<file path="src/rtl/cpu_pkg.sv">
`default_nettype none
// ============================================================================
//  Module      : cpu_pkg
//  Description : Shared widths, halt word and fetch-state encoding for the
//                4-bit CPU.
//  Revision    : 1.0 - initial release
// ============================================================================
package cpu_pkg;

  // Instruction word and program counter widths
  localparam int unsigned INS_W = 9;
  localparam int unsigned PC_W  = 4;

  // Fill word of unused instruction memory; fetching it stops the fetch unit
  localparam logic [INS_W-1:0] DEFAULT_HALT_INS = 9'h0C0;

  // Fetch unit state encoding
  typedef logic [1:0] fetch_state_t;
  localparam fetch_state_t FETCH_IDLE = 2'd0;
  localparam fetch_state_t FETCH_RUN  = 2'd1;
  localparam fetch_state_t FETCH_HALT = 2'd2;

endpackage : cpu_pkg
`default_nettype wire

</file>
<file path="src/rtl/fetch_unit.sv">
`default_nettype none
// ============================================================================
//  Module      : fetch_unit
//  Description : Program counter and instruction fetch stage. Addresses the
//                combinational instruction memory, registers the returned word
//                and offers it to decode over a valid/ready handshake. Handles
//                jumps with flush, halt-word detection, run/stop control and a
//                saturating fetch counter.
//  Revision    : 1.0 - initial release
// ============================================================================
module fetch_unit
  import cpu_pkg::*;
#(
  parameter logic [INS_W-1:0] HALT_INS = DEFAULT_HALT_INS,
  parameter int unsigned      CNT_W    = 8
) (
  input  logic              clk,
  input  logic              rst_n,
  output logic [PC_W-1:0]   pc,
  input  logic [INS_W-1:0]  res_ins,
  output logic [INS_W-1:0]  ins,
  output logic              ins_valid,
  input  logic              ins_ready,
  input  logic              jmp_en,
  input  logic [PC_W-1:0]   jmp_addr,
  input  logic              run,
  output logic              halted,
  output logic [CNT_W-1:0]  fetch_cnt
);

  localparam logic [PC_W-1:0]  c_pc_one  = PC_W'(1);
  localparam logic [CNT_W-1:0] c_cnt_one = CNT_W'(1);

  fetch_state_t     r_state;
  logic [PC_W-1:0]  r_pc;
  logic [INS_W-1:0] r_ins;
  logic             r_valid;
  logic [CNT_W-1:0] r_cnt;

  logic w_transfer;
  logic w_capture;
  logic w_is_halt;

  // Decode consumes the held word this edge
  assign w_transfer = r_valid & ins_ready;

  // A new word is taken only while running, with no jump, and with the
  // register either empty or being emptied on the same edge
  assign w_capture = (r_state == FETCH_RUN) & run & ~jmp_en & (~r_valid | ins_ready);

  assign w_is_halt = (res_ins == HALT_INS);

  // Next-state logic; a jump overrides everything, including HALT
  always_ff @(posedge clk or negedge rst_n) begin
    if (!rst_n) begin
      r_state <= FETCH_IDLE;
    end else if (jmp_en) begin
      r_state <= run ? FETCH_RUN : FETCH_IDLE;
    end else begin
      case (r_state)
        FETCH_IDLE: begin
          if (run) r_state <= FETCH_RUN;
        end
        FETCH_RUN: begin
          if (!run)                      r_state <= FETCH_IDLE;
          else if (w_capture && w_is_halt) r_state <= FETCH_HALT;
        end
        FETCH_HALT: begin
          r_state <= FETCH_HALT;
        end
        default: begin
          r_state <= FETCH_IDLE;
        end
      endcase
    end
  end

  // Program counter: jump load, or advance past every captured non-halt word
  always_ff @(posedge clk or negedge rst_n) begin
    if (!rst_n) begin
      r_pc <= '0;
    end else if (jmp_en) begin
      r_pc <= jmp_addr;
    end else if (w_capture && !w_is_halt) begin
      r_pc <= r_pc + c_pc_one;
    end
  end

  // Instruction register; the data only moves on capture, valid also drops
  // on flush or on a transfer that is not refilled
  always_ff @(posedge clk or negedge rst_n) begin
    if (!rst_n) begin
      r_ins   <= '0;
      r_valid <= 1'b0;
    end else begin
      if (w_capture) r_ins <= res_ins;
      if (jmp_en)          r_valid <= 1'b0;
      else if (w_capture)  r_valid <= 1'b1;
      else if (w_transfer) r_valid <= 1'b0;
    end
  end

  // Saturating count of captured instructions
  always_ff @(posedge clk or negedge rst_n) begin
    if (!rst_n) begin
      r_cnt <= '0;
    end else if (w_capture && (r_cnt != '1)) begin
      r_cnt <= r_cnt + c_cnt_one;
    end
  end

  assign pc        = r_pc;
  assign ins       = r_ins;
  assign ins_valid = r_valid;
  assign halted    = (r_state == FETCH_HALT);
  assign fetch_cnt = r_cnt;

endmodule : fetch_unit
`default_nettype wire

</file>
<file path="config.mk">
export PLATFORM = sky130hd
export DESIGN_NAME = fetch_unit
export DESIGN_NICKNAME = d
export VERILOG_FILES = /design/src/rtl/cpu_pkg.sv /design/src/rtl/fetch_unit.sv
export SDC_FILE = /design/constraint.sdc
export NUM_CORES = 1
export LEC_CHECK = 0
export BUFFER_PORTS_ARGS = -buffer_cell sky130_fd_sc_hd__buf_2
export CAP_MARGIN = 0
export CORE_MARGIN = 5
export CORE_UTILIZATION = 30
export DETAILED_ROUTE_END_ITERATION = 8
export SYNTH_ARGS = -nofsm -noshare
export SYNTH_HDL_FRONTEND = slang
export SYNTH_SLANG_ARGS = --single-unit
export TNS_END_PERCENT = 100
</file>
<file path="constraint.sdc">
create_clock -name clk -period 3.7 [get_ports clk]
set_input_delay 0.37 -clock clk [delete_from_list [all_inputs] [get_ports clk]]
set_output_delay 0.37 -clock clk [all_outputs]
set_load 0.02 [all_outputs]
</file>
==> impl_metrics.ini <==
[cts]
cts_max_level = 1
clkLatencyLatePin_ps = 270
numClockSinks = 24
clk_transition_reported_paths_ps = 90
cts_hold_repair.buffers = 0
cts_repair_resize_count = 0
cts.repair_timing.setup_buffer_count = 0
tritoncts_clock_tree = yes
clock_tree.root_cell = sky130_fd_sc_hd__clkbuf_8
clock_path_buffers = 2
cts_buffers = 3

[synth]
yosys_warnings = 0
synth_edf_count = 0
postSynth.topFlopCell = sky130_fd_sc_hd__dfrtp_1
yosysSeqAreaShare = 0.540
flops_latches_synth = 24
post_synth.cell_area_avg_sq_um = 12.4
syn_nets = 110
netlist-cell-type-count = 32
synthCells = 90
synth.cell_area_sq_um = 1110
asyncSetResetFlopFracSynth = 1.00

[min_path]
min-delay-path-class = input port to asynchronous set/reset pin

[worst_setup_path]
arrival_ps = 2260
critical_setup_path_class = flop to flop
end_kind = flop
worst_ep_required_time_ps = 3890
timing.reg2reg.worst_path_depth = 4
start_kind = flop
cp_max_fo = 17

[timing]
setup_violations = 0
fin_tns_setup_ps = 0
timing_worst_slew_pin_value_ps = 641
final.min_clock_period_ps = 2060
timing.fmax_mhz = 485
finalMaxSlewViolations = 0
grt_setup_unrepaired = false
worst_clock_skew_ps = 5.36
finalCritPeriodShare = 0.557
timing_hold_violations_final = 0
relSlewSlack = 0.573

[drt]
drt_iter0_drc = 48
route.met2.wl_mm = 1.20
route.vias.total = 858
drt-vias-per-instance = 4.82
firstDrtPassIters = 4
dr.max_layer_used = met4
routed-wl-met3_um = 151
finalWirelength_mm = 2.40
drc = 0
final_antenna_net_count = 0
avgRoutedWirePerCell_um = 13.5
routedLengthMet1_mm = 1.01

[grt]
grt_pass1_vias = 828
grt_util_all_layers = 0.100
grt_start_max_net_pins = 25
grt_overflow = 0
wire_length_of_the_first_global_routing_pass_mm = 4.08
grt_antenna_before_repair = 0

[floorplan]
chipWidth_um = 70.9
dieHeight_um = 70.9
placementRows = 22
core_area_sq_um = 3630
design.die.area_sq_um = 5030
pin_count = 41
initial_util = 0.306

[finish]
drive_gt1_frac = 0.362
diodes = 0
fin_util = 0.393
final_cell_mix = 40 x sky130_fd_sc_hd__buf_2, 24 x sky130_fd_sc_hd__dfrtp_1, 9 x sky130_fd_sc_hd__mux2_1
final_common_cell = sky130_fd_sc_hd__buf_2
fin_nets = 151
area_growth_syn_to_layout_pct = 28.2

[power]
static-leakage-power_uw = 0.000687
irDropWorstVdd_mv = 0.196
power_density_nw_per_um2 = 551
totalPowerFinal_uw = 787

[place]
hpwlAfterDp_mm = 1.85
port_buffers = 40
gpl.final_weighted_congestion = 0.723

[run]
cap_violations = 0

[run_status]
status = complete, no violations
-- cells by family after synthesis --
group / share of synthesized area
flip-flops: 0.540
buffers and inverters: 0.0225
XOR/XNOR: 0.0551
AO/OA/AOI/OAI: 0.0990
multiplexers: 0.101
adder cells (fa/ha/maj): 0.0225
AND/OR/NAND/NOR: 0.160
-- critical path, stage by stage, from the launching register on --
cell	delay (ps)
sky130_fd_sc_hd__dfrtp_1	390
sky130_fd_sc_hd__nand3b_4	180
sky130_fd_sc_hd__or3_1	650
sky130_fd_sc_hd__or4_1	600
sky130_fd_sc_hd__a31oi_1	170
-- worst paths after layout --
kind,startpoint,end,slack (ps)
setup / recovery,r_state[1],pc[3],1640
hold / removal,rst_n,ins[6],70
setup reg to reg,r_state[1],pc[3],1640
hold reg to reg,fetch_cnt[6],fetch_cnt[6],490
max in group asynchronous,rst_n,r_state[0],3270
min in group clk,res_ins[6],ins[6],330
-- layout make-up --
type,instances,area [sq um]
clock inverters,1,30.0
flip-flops and latches,24,601
well taps,48,60.1
multi-input cells,60,487
fillers,358,2210
repair buffers,40,200
clock buffers,3,41.3
inverters,2,7.51
-- routing by layer --
layer / vias to the layer above / GRT usage
met5: - / 0
met4: 0 / 0.0376
met3: 2 / 0.0313
met2: 23 / 0.161
met1: 428 / 0.126
li1: 405 / -
-- registers in the layout, indices dropped and copies added (netlist names) --
name / count
ins: 9
fetch_cnt: 8
pc: 4
r_state: 2
ins_valid: 1
-- Yosys cell counts, types with 2 or more instances --
cell,n,area (sq um)
sky130_fd_sc_hd__a21oi_1,2,10.0
sky130_fd_sc_hd__ha_1,2,25.0
sky130_fd_sc_hd__or3_1,2,12.5
sky130_fd_sc_hd__nand4_1,3,18.8
sky130_fd_sc_hd__clkbuf_1,2,7.51
sky130_fd_sc_hd__a31oi_1,4,25.0
sky130_fd_sc_hd__mux2_1,9,101
sky130_fd_sc_hd__nand2_1,2,7.51
sky130_fd_sc_hd__nor2_1,6,22.5
sky130_fd_sc_hd__inv_1,2,7.51
sky130_fd_sc_hd__buf_2,2,10.0
sky130_fd_sc_hd__and3_1,3,18.8
sky130_fd_sc_hd__xnor2_1,6,52.6
sky130_fd_sc_hd__or4_1,2,15.0
sky130_fd_sc_hd__o31ai_1,2,15.0
sky130_fd_sc_hd__dfrtp_1,24,601
sky130_fd_sc_hd__nand3_1,2,10.0
-- metrics by stage --
step	cell area [sq um]	std cells	setup WS (ps)	hold WS [ps]
after floorplan	1110	90	1770	74.4
after global placement	1360	174	1680	377
after detailed placement	1360	174	1620	385
after CTS	1430	178	1650	90.0
after global routing	1430	178	1520	121
final	1430	178	1640	71.7
-- power breakdown --
part	switching, uW	leakage (uW)	internal (uW)
sequential	45.4	0.000296	310
clock	83.7	0.0000357	145
combinational	121	0.000356	81.2
total	250	0.000687	536
Power figures use the tool's default switching activity.
